===== config.mk =====
export PLATFORM = sky130hd
export DESIGN_NAME = apu_stereo_mixer
export DESIGN_NICKNAME = d
export VERILOG_FILES = /design/src/rtl/apu_mix_pkg.sv /design/src/rtl/apu_mix_fifo.sv /design/src/rtl/apu_stereo_mixer.sv
export SDC_FILE = /design/constraint.sdc
export NUM_CORES = 1
export LEC_CHECK = 0
export CAP_MARGIN = 20
export CORE_ASPECT_RATIO = 2
export CORE_UTILIZATION = 58
export DETAILED_ROUTE_END_ITERATION = 10
export PLACE_DENSITY = 0.79
export SYNTH_ARGS = -nofsm -noshare
export SYNTH_HDL_FRONTEND = slang
export SYNTH_SLANG_ARGS = --single-unit

===== constraint.sdc =====
create_clock -name apuv_4mhz -period 5 [get_ports apuv_4mhz]
set_input_delay 0.75 -clock apuv_4mhz [delete_from_list [all_inputs] [get_ports apuv_4mhz]]
set_output_delay 0.75 -clock apuv_4mhz [all_outputs]
set_load 0.01 [all_outputs]

===== src/rtl/apu_mix_pkg.sv =====
// Shared types, constants and the DAC helper for the APU stereo mixer.
package apu_mix_pkg;

  localparam int DAC_BIAS = 15;
  localparam int MAX_VOL  = 7;

  typedef logic signed [5:0] dac_t;
  typedef logic signed [7:0] acc_t;

  typedef enum logic [3:0] {
    IDLE,
    SNAP,
    ACC1,
    ACC2,
    ACC3,
    ACC4,
    ACCV,
    SCALE,
    PUSH
  } mix_state_t;

  // Disabled channels contribute silence; enabled ones are centred on zero.
  function automatic dac_t dac_of(input logic [3:0] code, input logic nactive);
    if (nactive) return '0;
    return dac_t'({1'b0, code, 1'b0}) - dac_t'(DAC_BIAS);
  endfunction

endpackage


===== src/rtl/apu_mix_fifo.sv =====
// Dual-pointer sample buffer; the head output falls back to the last popped entry when empty.
module apu_mix_fifo #(
  parameter int W     = 22,
  parameter int DEPTH = 2
) (
  input  logic         clk_i,
  input  logic         rst_ni,
  input  logic         push_i,
  input  logic         pop_i,
  input  logic [W-1:0] data_i,
  output logic [W-1:0] data_o,
  output logic         full_o,
  output logic         empty_o
);

  localparam int PW = $clog2(DEPTH);

  logic [W-1:0]  mem_q [DEPTH];
  logic [PW-1:0] wPtr_q, rPtr_q, lastPtr;
  logic [PW:0]   count_q;
  logic          pushOk, popOk;

  assign empty_o = (count_q == '0);
  assign full_o  = (count_q == (PW+1)'(DEPTH));
  assign popOk   = pop_i && !empty_o;
  // A pop in the same cycle frees the slot the push needs.
  assign pushOk  = push_i && (!full_o || popOk);
  assign lastPtr = rPtr_q - PW'(1);
  assign data_o  = empty_o ? mem_q[lastPtr] : mem_q[rPtr_q];

  always_ff @(posedge clk_i or negedge rst_ni) begin
    if (!rst_ni) begin
      for (int i = 0; i < DEPTH; i++) mem_q[i] <= '0;
      wPtr_q  <= '0;
      rPtr_q  <= '0;
      count_q <= '0;
    end else begin
      if (pushOk) begin
        mem_q[wPtr_q] <= data_i;
        wPtr_q        <= wPtr_q + PW'(1);
      end
      if (popOk) rPtr_q <= rPtr_q + PW'(1);
      if (pushOk && !popOk)      count_q <= count_q + (PW+1)'(1);
      else if (popOk && !pushOk) count_q <= count_q - (PW+1)'(1);
    end
  end

endmodule


===== src/rtl/apu_stereo_mixer.sv =====
// Serial four-channel stereo mixer with master volume and an output sample buffer.
// Defining APU_MIX_VIN_EN adds the external VIN input as a fifth accumulation step.
module apu_stereo_mixer
  import apu_mix_pkg::*;
#(
  parameter int OUT_W      = 11,
  parameter int FIFO_DEPTH = 2
) (
  input  logic             apuv_4mhz,
  input  logic             napu_reset,
  input  logic             smp_tick,
  input  logic [3:0]       ch1_code,
  input  logic [3:0]       ch2_code,
  input  logic [3:0]       ch3_code,
  input  logic [3:0]       ch4_code,
  input  logic             nch1_active,
  input  logic             nch2_active,
  input  logic             nch3_active,
  input  logic             nch4_active,
  input  logic [3:0]       rmixer,
  input  logic [3:0]       lmixer,
  input  logic [2:0]       nrvolume,
  input  logic [2:0]       nlvolume,
  input  logic             vin_r_ena,
  input  logic             vin_l_ena,
  input  logic [3:0]       vin_code,
  output logic [OUT_W-1:0] out_l,
  output logic [OUT_W-1:0] out_r,
  output logic             out_valid,
  input  logic             out_ready,
  output logic             busy,
  output logic             overrun,
  input  logic             overrun_clr
);

  mix_state_t              state_q;
  logic [3:0]              rMix_q, lMix_q;
  logic [2:0]              volR_q, volL_q;
  acc_t                    accL_q, accR_q, dExt;
  logic signed [OUT_W-1:0] smpL_q, smpR_q;
  logic signed [OUT_W-1:0] accLExt, accRExt, volLMul, volRMul;
  logic                    overrun_q;
  dac_t                    dSel;
  logic                    rSel, lSel;
  logic                    pushEn, popEn, fifoFull, fifoEmpty, overrunSet;
  logic [2*OUT_W-1:0]      headData;

`ifdef APU_MIX_VIN_EN
  logic vinR_q, vinL_q;

  always_ff @(posedge apuv_4mhz or negedge napu_reset) begin
    if (!napu_reset) begin
      vinR_q <= 1'b0;
      vinL_q <= 1'b0;
    end else if (state_q == SNAP) begin
      vinR_q <= vin_r_ena;
      vinL_q <= vin_l_ena;
    end
  end
`else
  logic unused_vin;
  assign unused_vin = ^{vin_code, vin_r_ena, vin_l_ena};
`endif

  // One source per accumulation step, routed by the snapshotted enables.
  always_comb begin
    dSel = '0;
    rSel = 1'b0;
    lSel = 1'b0;
    case (state_q)
      ACC1: begin dSel = dac_of(ch1_code, nch1_active); rSel = rMix_q[0]; lSel = lMix_q[0]; end
      ACC2: begin dSel = dac_of(ch2_code, nch2_active); rSel = rMix_q[1]; lSel = lMix_q[1]; end
      ACC3: begin dSel = dac_of(ch3_code, nch3_active); rSel = rMix_q[2]; lSel = lMix_q[2]; end
      ACC4: begin dSel = dac_of(ch4_code, nch4_active); rSel = rMix_q[3]; lSel = lMix_q[3]; end
`ifdef APU_MIX_VIN_EN
      ACCV: begin dSel = dac_of(vin_code, 1'b0); rSel = vinR_q; lSel = vinL_q; end
`endif
      default: ;
    endcase
  end

  assign dExt    = acc_t'({{2{dSel[5]}}, dSel});
  assign accLExt = {{(OUT_W-8){accL_q[7]}}, accL_q};
  assign accRExt = {{(OUT_W-8){accR_q[7]}}, accR_q};
  assign volLMul = OUT_W'({1'b0, volL_q} + 4'd1);
  assign volRMul = OUT_W'({1'b0, volR_q} + 4'd1);

  always_ff @(posedge apuv_4mhz or negedge napu_reset) begin
    if (!napu_reset) begin
      state_q <= IDLE;
      rMix_q  <= '0;
      lMix_q  <= '0;
      volR_q  <= '0;
      volL_q  <= '0;
      accL_q  <= '0;
      accR_q  <= '0;
      smpL_q  <= '0;
      smpR_q  <= '0;
    end else begin
      case (state_q)
        IDLE: if (smp_tick) state_q <= SNAP;
        SNAP: begin
          rMix_q  <= rmixer;
          lMix_q  <= lmixer;
          volR_q  <= ~nrvolume;
          volL_q  <= ~nlvolume;
          accL_q  <= '0;
          accR_q  <= '0;
          state_q <= ACC1;
        end
        ACC1: state_q <= ACC2;
        ACC2: state_q <= ACC3;
        ACC3: state_q <= ACC4;
`ifdef APU_MIX_VIN_EN
        ACC4: state_q <= ACCV;
        ACCV: state_q <= SCALE;
`else
        ACC4: state_q <= SCALE;
`endif
        SCALE: begin
          smpL_q  <= accLExt * volLMul;
          smpR_q  <= accRExt * volRMul;
          state_q <= PUSH;
        end
        PUSH:    state_q <= IDLE;
        default: state_q <= IDLE;
      endcase
      if (rSel) accR_q <= accR_q + dExt;
      if (lSel) accL_q <= accL_q + dExt;
    end
  end

  assign pushEn     = (state_q == PUSH);
  assign popEn      = out_valid && out_ready;
  assign overrunSet = (smp_tick && state_q != IDLE) || (pushEn && fifoFull && !popEn);

  // A new loss event outranks a clear arriving in the same cycle.
  always_ff @(posedge apuv_4mhz or negedge napu_reset) begin
    if (!napu_reset)      overrun_q <= 1'b0;
    else if (overrunSet)  overrun_q <= 1'b1;
    else if (overrun_clr) overrun_q <= 1'b0;
  end

  apu_mix_fifo #(
    .W     (2*OUT_W),
    .DEPTH (FIFO_DEPTH)
  ) u_fifo (
    .clk_i   (apuv_4mhz),
    .rst_ni  (napu_reset),
    .push_i  (pushEn),
    .pop_i   (popEn),
    .data_i  ({smpL_q, smpR_q}),
    .data_o  (headData),
    .full_o  (fifoFull),
    .empty_o (fifoEmpty)
  );

  assign out_l     = headData[2*OUT_W-1:OUT_W];
  assign out_r     = headData[OUT_W-1:0];
  assign out_valid = !fifoEmpty;
  assign busy      = (state_q != IDLE);
  assign overrun   = overrun_q;

endmodule


Yosys cells after proc, flatten, opt, wreduce, memory -nomap -nowiden
Cells that the tools add are included.
- bits in registers: 105
- output and inout port bits: 25
- word-level logic and storage cells: 109
- reduce and logical (&&, ||, !) cells: 23
- bitwise logic cells: 5
- muxes and demuxes: 38
- multipliers: 2
- equal/unequal tests: 9
- $lt $le $gt $ge: 4
- add/sub/neg operators: 13
- operators with widths (cell ; number):
    $mux W22 ; 8
    $mux W6 ; 8
    $bwmux W44 ; 1
    $pmux W4 S7 ; 1
    $mux W8 ; 3
    $pmux W6 S4 ; 1
    $sub A5 B4 Y6 const B ; 4
    $demux W22 S1 ; 1
    $mul A8 B5 Y11 ; 2
    $add A8 B6 Y8 ; 2
    $eq A4 B3 Y1 const B ; 3
    $mux W1 ; 10
    $logic_and A1 B1 Y1 ; 9
    $add A3 B1 Y4 const B ; 2
    $eq A4 B2 Y1 const B ; 2
    $pmux W1 S4 ; 2
    $reduce_bool A2 Y1 ; 4
    $ge A2 B2 Y1 const B ; 3
    $not A1 Y2 ; 3
    $not A3 Y3 ; 2
    $logic_not A1 Y1 ; 5
    $eq A4 B1 Y1 const B ; 1
    $eq A4 B4 Y1 const B ; 1
    $logic_not A4 Y1 ; 1
    other kinds (12) ; 15

Depth between registers and ports, before layout
- word-level depth: 10
- gate-level depth with buffers: 15
- mapped depth without buffers: 15

Hierarchy
A second synthesis with hierarchy kept.
- cell total of the unflattened synthesis: 704
- area total of the unflattened synthesis: 7243.2 um2
- by module, submodules not included (module ; instances ; cells an instance ; area each (um2)):
    apu_stereo_mixer ; 1 ; 568 ; 5106.1
    apu_mix_fifo ; 1 ; 136 ; 2137.0

Least setup slack after synthesis
Ideal clock, no wire load.
- path type: register to register
- start: register volR_q[0]
- end: register smpR_q[10]
- stages on the path, launching flop included: 16
- clock period less this slack: 3.727 ns
- setup slack: 1.273 ns
- arrival time: 3.593 ns
- data required time: 4.866 ns
- path buffers: 0
- path through: dfrtp_1 -> ha_1 -> xor2_1 -> and2_1 -> ha_1 -> inv_1 -> fa_1 -> fa_1 -> inv_1 -> ha_1 -> nor2b_1 -> o21ai_0 -> a21oi_1 -> o41ai_1 -> xnor2_1 -> o21ai_0
- cells in the longest elaborated chain, start to end: 2
- RTL lines (what ; line ; text):
    start: declaration ; apu_stereo_mixer.sv:38 ; logic [2:0] volR_q, volL_q;
    start signal: assignment ; apu_stereo_mixer.sv:105 ; volR_q <= ~nrvolume;
    $add A3 B1 Y4 ; apu_stereo_mixer.sv:86 ; assign volRMul = OUT_W'({1'b0, volR_q} + 4'd1);
    $mul A8 B5 Y11 ; apu_stereo_mixer.sv:122 ; smpR_q <= accRExt * volRMul;
    end signal: assignment ; apu_stereo_mixer.sv:122 ;
    end: declaration ; apu_stereo_mixer.sv:40 ; logic signed [OUT_W-1:0] smpL_q, smpR_q;
Every way passes these cells.
A chain may end at the register's enable or synchronous reset.

Final worst setup path
- start: register volL_q[1]
- end: register smpL_q[10]
- cells in the longest elaborated chain, start to end: 2
- RTL lines (what ; line ; text):
    start: declaration ; apu_stereo_mixer.sv:38 ;
    start signal: assignment ; apu_stereo_mixer.sv:106 ; volL_q <= ~nlvolume;
    $add A3 B1 Y4 ; apu_stereo_mixer.sv:85 ; assign volLMul = OUT_W'({1'b0, volL_q} + 4'd1);
    $mul A8 B5 Y11 ; apu_stereo_mixer.sv:121 ; smpL_q <= accLExt * volLMul;
    end signal: assignment ; apu_stereo_mixer.sv:121 ;
    end: declaration ; apu_stereo_mixer.sv:40 ;
Every way passes these cells.

==> impl_metrics.py <==
metrics = {
    "finish": {
        "stdcell_area_um2": 8270,
        "diodes": 0,
        "final_cell_mix": "dfrtp_1, nand2_1, inv_1",
        "fin_nets": 900,
        "finish.utilization_pct": 68.2,
        "layout-drive-gt1-share_pct": 12.3,
        "area_delta_synth_final_pct": 15.0,
        "final_common_cell": "dfrtp_1",
    },
    "routing": {
        "drtIter0Drc": 247,
        "top_layer": "met4",
        "wl_met2_um": 7960,
        "first_pass_iters": 4,
        "antenna_left": 0,
        "viasPerCell": 5.56,
        "num_vias": 5125,
        "route.detailed.drc": 0,
        "wl_met3_um": 398,
        "wl_um": 13900,
        "wl_per_cell_um": 15.1,
        "wl_met1_um": 5120,
    },
    "cts": {
        "ctsHoldBuffers": 0,
        "tritoncts": "built",
        "clkTransAtPathRegs_ns": 0.08,
        "htree_levels": 3,
        "cts_setup_buffers": 0,
        "cts_root_buffer": "clkbuf_16",
        "clock_path_buffers": 2,
        "clkSinkCount": 105,
        "clk_latency_ns": 0.35,
        "cts_made_buffers": 9,
        "ctsResizeCount": 0,
    },
    "sta": {
        "setup_viol": 0,
        "finalCritPeriodShare_pct": 84.1,
        "maxSlewViolCount": 0,
        "clock_skew_ns": 0.0108,
        "fin_tns_setup_ns": 0,
        "tightest_slew_ns": 0.977,
        "setup_slack_ns": 0.797,
        "finalHoldViolCount": 0,
        "period_needed_ns": 4.20,
        "fmax_mhz": 238,
        "slew_headroom_pct": 34.7,
        "rsz0062_at_grt": "false",
    },
    "worst_setup_path": {
        "path_buf_inv": 2,
        "crit_path_start_kind": "flop",
        "path_class": "flop to flop",
        "worstPathCellList": "ha_1, xor2_1, and2_1, ha_1, inv_1, fa_1, fa_1, inv_1, ha_1, nor2b_1, o21ai_0, a21oi_1, o41ai_1, xnor2_1, o21ai_0",
        "crit_top_cell": "ha_1",
        "crit_family": "adder cells",
        "required_ns": 5.20,
        "max_stage_delay_ns": 0.54,
        "slowest_stage": "fa_1",
        "arrival_ns": 4.40,
        "crit_fanout": 8,
        "end_kind": "flop",
    },
    "logic_synthesis": {
        "synth_edf_count": 0,
        "synthFlopType": "dfrtp_1",
        "yosys_warnings": 0,
        "syn_area_per_cell_um2": 10.1,
        "ys_async_sr_fraction_pct": 100,
        "syn_nets": 843,
        "synthCells": 713,
        "synth.distinct_cells": 46,
        "synth-seq-cells": 105,
        "netlist_area_um2": 7190,
        "ys_seq_area_share_pct": 36.5,
    },
    "floorplanning": {
        "core_um2": 12100,
        "die_x_um": 80.7,
        "die-area_um2": 12900,
        "std_cell_rows": 57,
        "initial_core_util_pct": 59.3,
        "fp.dieH_um": 159,
        "ios": 70,
    },
    "outcome": {
        "outcome": "completed",
    },
    "global_route": {
        "grt_max_degree": 69,
        "antenna_found_initial": 0,
        "grt_util_all_layers_pct": 24.5,
        "grt_first_pass_wirelength_um": 24600,
        "overflow": 0,
        "grt_pass1_vias": 5503,
    },
    "power": {
        "cellLeakagePower_nw": 4.08,
        "ir_drop_uv": 380,
        "cellPowerDensity_nw_per_um2": 541,
    },
    "placed_design": {
        "dp_slack_ns": 0.803,
        "routabilityCongestion": 0.858,
        "io_buffers": 63,
        "place_area_um2": 7960,
        "post-dp-hpwl_um": 10800,
    },
    "min_path": {
        "min_path_type": "flop to flop",
    },
    "run": {
        "cap_violations": 0,
    },
}
-- metrics by stage --
stage	std cells	total power, mW	hold WS, ns
2_1_floorplan	713	3.04	0.445
3_3_place_gp	904	3.66	0.458
3_5_place_dp	905	3.79	0.462
4_1_cts	921	4.51	0.482
5_1_grt	922	4.87	0.506
6_report	922	4.47	0.480
-- final timing paths --
| kind | startpoint | to | slack [ns] | depth (start not counted) |
|---|---|---|---|---|
| worst max-delay path | volL_q[1] | smpL_q[10] | 0.80 | 15 |
| worst min-delay path | rMix_q[2] | rMix_q[2] | 0.48 | 2 |
| worst max register to register | volL_q[1] | smpL_q[10] | 0.80 | 15 |
| worst min register to register | rMix_q[2] | rMix_q[2] | 0.48 | 2 |
| max in group asynchronous | napu_reset | u_fifo.mem_q[24] | 3.44 | 2 |
| min in group asynchronous | napu_reset | u_fifo.mem_q[18] | 0.49 | 1 |
-- report_power, final --
group / switching [mW] / internal (mW) / leakage (nW) / total, mW
Combinational: 1.13 / 1.17 / 2.59 / 2.30
Sequential: 0.294 / 1.19 / 1.35 / 1.48
Clock: 0.341 / 0.351 / 0.138 / 0.692
Total: 1.76 / 2.71 / 4.08 / 4.47
-- synth_stat cells, types with 15 or more instances --
cell,number,area (µm²)
inv_1,64,240
o21ai_0,44,220
fa_1,30,601
and2_1,40,250
xnor2_1,26,228
xor2_1,15,131
ha_1,55,688
nand2b_1,16,100
mux2_2,63,709
dfrtp_1,105,2630
nand2_1,100,375
clkbuf_1,17,63.8
a21oi_1,22,110
-- tightest hold or removal path: cells and delay by family (launching register included) --
family	cells	cell delay [ns]
AND/OR/NAND/NOR	2	0.11
flip-flops	1	0.34
-- routing by layer --
metal | vias up | GRT usage [%]
li1 | 2490 | -
met1 | 2499 | 27.0
met2 | 107 | 44.8
met3 | 29 | 3.95
met4 | 0 | 10.4
met5 | - | 0
-- cells by family after synthesis --
logic type	Yosys count	synth area share, %
flops	105	36.5
compound gates	101	8.65
fa+ha+maj	85	17.9
buf+inv	91	4.99
xor+xnor	41	4.99
simple gates	213	15.0
mux	77	11.9
-- area by class of cell --
| cell class | count | area [µm²] |
|---|---|---|
| multi-input combinational | 517 | 4210 |
| fill | 1001 | 3850 |
| sequential | 105 | 2630 |
| timing repair buffer | 72 | 711 |
| inverter | 65 | 244 |
| clock buffer | 10 | 229 |
| tap | 147 | 184 |
| clock inverter | 6 | 61.3 |
-- state kept, by name, indices dropped and copies added, names as in the netlist --
| signal | count |
|---|---|
| rMix_q | 4 |
| smpR_q | 11 |
| u_fifo.count_q | 2 |
| accR_q | 8 |
| smpL_q | 11 |
| u_fifo.wPtr_q | 1 |
| u_fifo.rPtr_q | 1 |
| volR_q | 3 |
| state_q | 4 |
| lMix_q | 4 |
| accL_q | 8 |
| overrun | 1 |
| u_fifo.mem_q | 44 |
| volL_q | 3 |
Power figures use the tool's default switching activity.
==> patch, RTL diff (same flow settings) <==
Add a define of `APU_MIX_VIN_EN`.
--- a/src/rtl/apu_stereo_mixer.sv
+++ b/src/rtl/apu_stereo_mixer.sv
@@ -2,2 +2,4 @@
 // Defining APU_MIX_VIN_EN adds the external VIN input as a fifth accumulation step.
+`define APU_MIX_VIN_EN
+
 module apu_stereo_mixer
Check against the original RTL: not equivalent (Yosys sat finds a counterexample within 10 cycles, from zero or initial values and one cycle with napu_reset low).
==> patch against the unedited design <==
Sequential cell count is 2 higher. Area after synthesis is 0.90% higher. Via count is 1.4% higher. Worst setup slack worse by 190 ps. First-iteration DRC count is 19% lower. Fmax is 4.3% lower. Die area is 0.89% higher. Sequential share of layout area is 0.18 points higher. Total power is 2.2% lower. Final area is 1.3% higher. Routed wire length is 5.3% higher. Clock power is 2% lower. Critical path type unchanged. Critical endpoint is now smpR_q[10].
==> patch: results (changes against the unedited design) <==
CTS max path bufs - 2 (unchanged)
Worst r2r dst - smpR_q[10] (was smpL_q[10])
Residual DRC - 0 (unchanged)
Vias/cell - 5.598 (was 5.559)
Initial antenna violation count - 0 (unchanged)
Routability cong. - 0.8885 (was 0.8583)
Most common library cells after synthesis - dfrtp_1 (107), nand2_1 (80), inv_1 (57), mux2_2 (56), ha_1 (55) (was dfrtp_1 (105), nand2_1 (100), inv_1 (64), mux2_2 (63), ha_1 (55))
Distinct cell type count after synthesis - 49 (was 46)
Internal reg-to-reg setup slack - 610 ps (was 800 ps)
Post-synth EDFFs - 0 (unchanged)
IO buf count - 69 (was 63)
Placed insts - 911 (was 905)
Worst r2r src - volR_q[0] (was volL_q[1])
Worst Path Max Fanout - 13 (was 8)
P_clk - 0.677 mW (was 0.692 mW)
Largest net degree at the start of global routing - 65 (was 69)
Slew headroom - 0.3045 (was 0.3472)
Peak supply drop - 0.0003194 V (was 0.0003800 V)
Place WS - 664.4 ps (was 802.6 ps)
Sw frac - 0.4174 (was 0.3938)
Via count - 5195 (was 5125)
Min-Delay Path Class - reg -> reg (unchanged)
CTS H-Tree Depth - 3 (unchanged)
Syn Nets - 845 (was 843)
CP Data Arrival Time - 4600 ps (was 4400 ps)
LEAKAGE - 4.175 nW (was 4.082 nW)
GR Util All Layers - 0.2560 (was 0.2452)
Hold path startpoint - rMix_q[0] (was rMix_q[2])
Outcome - completed (unchanged)
Layout Nets - 907 (was 900)
Placed Area - 0.008074 mm² (was 0.007964 mm²)
DR WL/cell - 15.76 µm (was 15.07 µm)
Share of cells above drive strength 1 - 0.1101 (was 0.1226)
Area contributors post-synth - dfrtp_1 (37%), ha_1 (9.5%), mux2_2 (8.7%) (was dfrtp_1 (37%), mux2_2 (9.9%), ha_1 (9.6%))
Number of global-route vias before repair - 5639 (was 5503)
Setup Buffers After CTS - 0 (unchanged)
Hold Slack - 478.6 ps (was 479.9 ps)
CTS buffer count - 9 (unchanged)
Hold path endpoint - rMix_q[0] (was rMix_q[2])
Switching power - 1.827 mW (was 1.761 mW)
Iter 0 DRT Violations - 201 (was 247)
Layout Skew - 9.360 ps (was 10.78 ps)
Comb pwr share - 0.519 (was 0.514)
Avg Synthesized Cell Area - 10.15 µm² (was 10.08 µm²)
First-pass GRT wire length - 25650 µm (was 24580 µm)
DP HPWL - 11710 µm (was 10820 µm)
Post-synthesis sequential area ratio - 0.3691 (was 0.3655)
Hold Vio Cnt, Final - 0 (unchanged)
Crit share post-route - 0.8787 (was 0.8406)
-- patch: cell count changes in the layout (fill, tap and decap cells not counted), moves of 7 or more --
cell,unedited run,this run
nand2_1,100,80
nand3_1,5,21
mux2i_1,10,2
inv_1,64,57
mux2_2,63,56
-- patch: logic make-up after synthesis --
group | after synthesis | share of synthesized area
AO/OA/AOI/OAI | 110 | 0.09055
flip-flops | 107 | 0.3691
AND/OR/NAND/NOR | 216 | 0.1564
adder cells (fa/ha/maj) | 85 | 0.1776
multiplexers | 68 | 0.1052
XOR/XNOR | 45 | 0.05433
buffers and inverters | 84 | 0.04674
-- patch: worst max-delay path, cell delays in order, from the launching register on --
cell     delay [ps]
dfrtp_1         560
ha_1            280
xor2_1          430
and2_1          200
ha_1            230
inv_1            80
fa_1            420
fa_1            540
inv_1            40
ha_1            330
a21o_1          170
a21oi_1         220
a21oi_1         130
o41ai_1         380
xnor2_1         170
o21ai_0          80
-- patch: final cells by class --
| class | instances | area [µm²] |
|---|---|---|
| Tap cell | 147 | 183.9 |
| Inverter | 59 | 221.5 |
| Timing Repair Buffer | 76 | 768.2 |
| Sequential cell | 107 | 2678 |
| Fill cell | 944 | 3816 |
| Clock buffer | 10 | 239.0 |
| Multi-Input combinational cell | 524 | 4245 |
| Clock inverter | 5 | 43.79 |
-- patch: routing by layer --
layer / track usage / share of wire / up-vias
met5: 0 / 0 / -
met4: 0.1104 / 0.036 / 0
met3: 0.03429 / 0.029 / 36
met2: 0.4805 / 0.57 / 129
met1: 0.2717 / 0.36 / 2498
li1: - / - / 2532
-- patch: how the worst max path moves through the flow --
stage / endpoint / depth (start not counted)
after floorplan: smpR_q[10] / 15
after global placement: smpR_q[10] / 15
after detailed placement: smpR_q[10] / 15
after CTS: smpR_q[10] / 15
after global routing: smpR_q[10] / 15
final: smpR_q[10] / 15
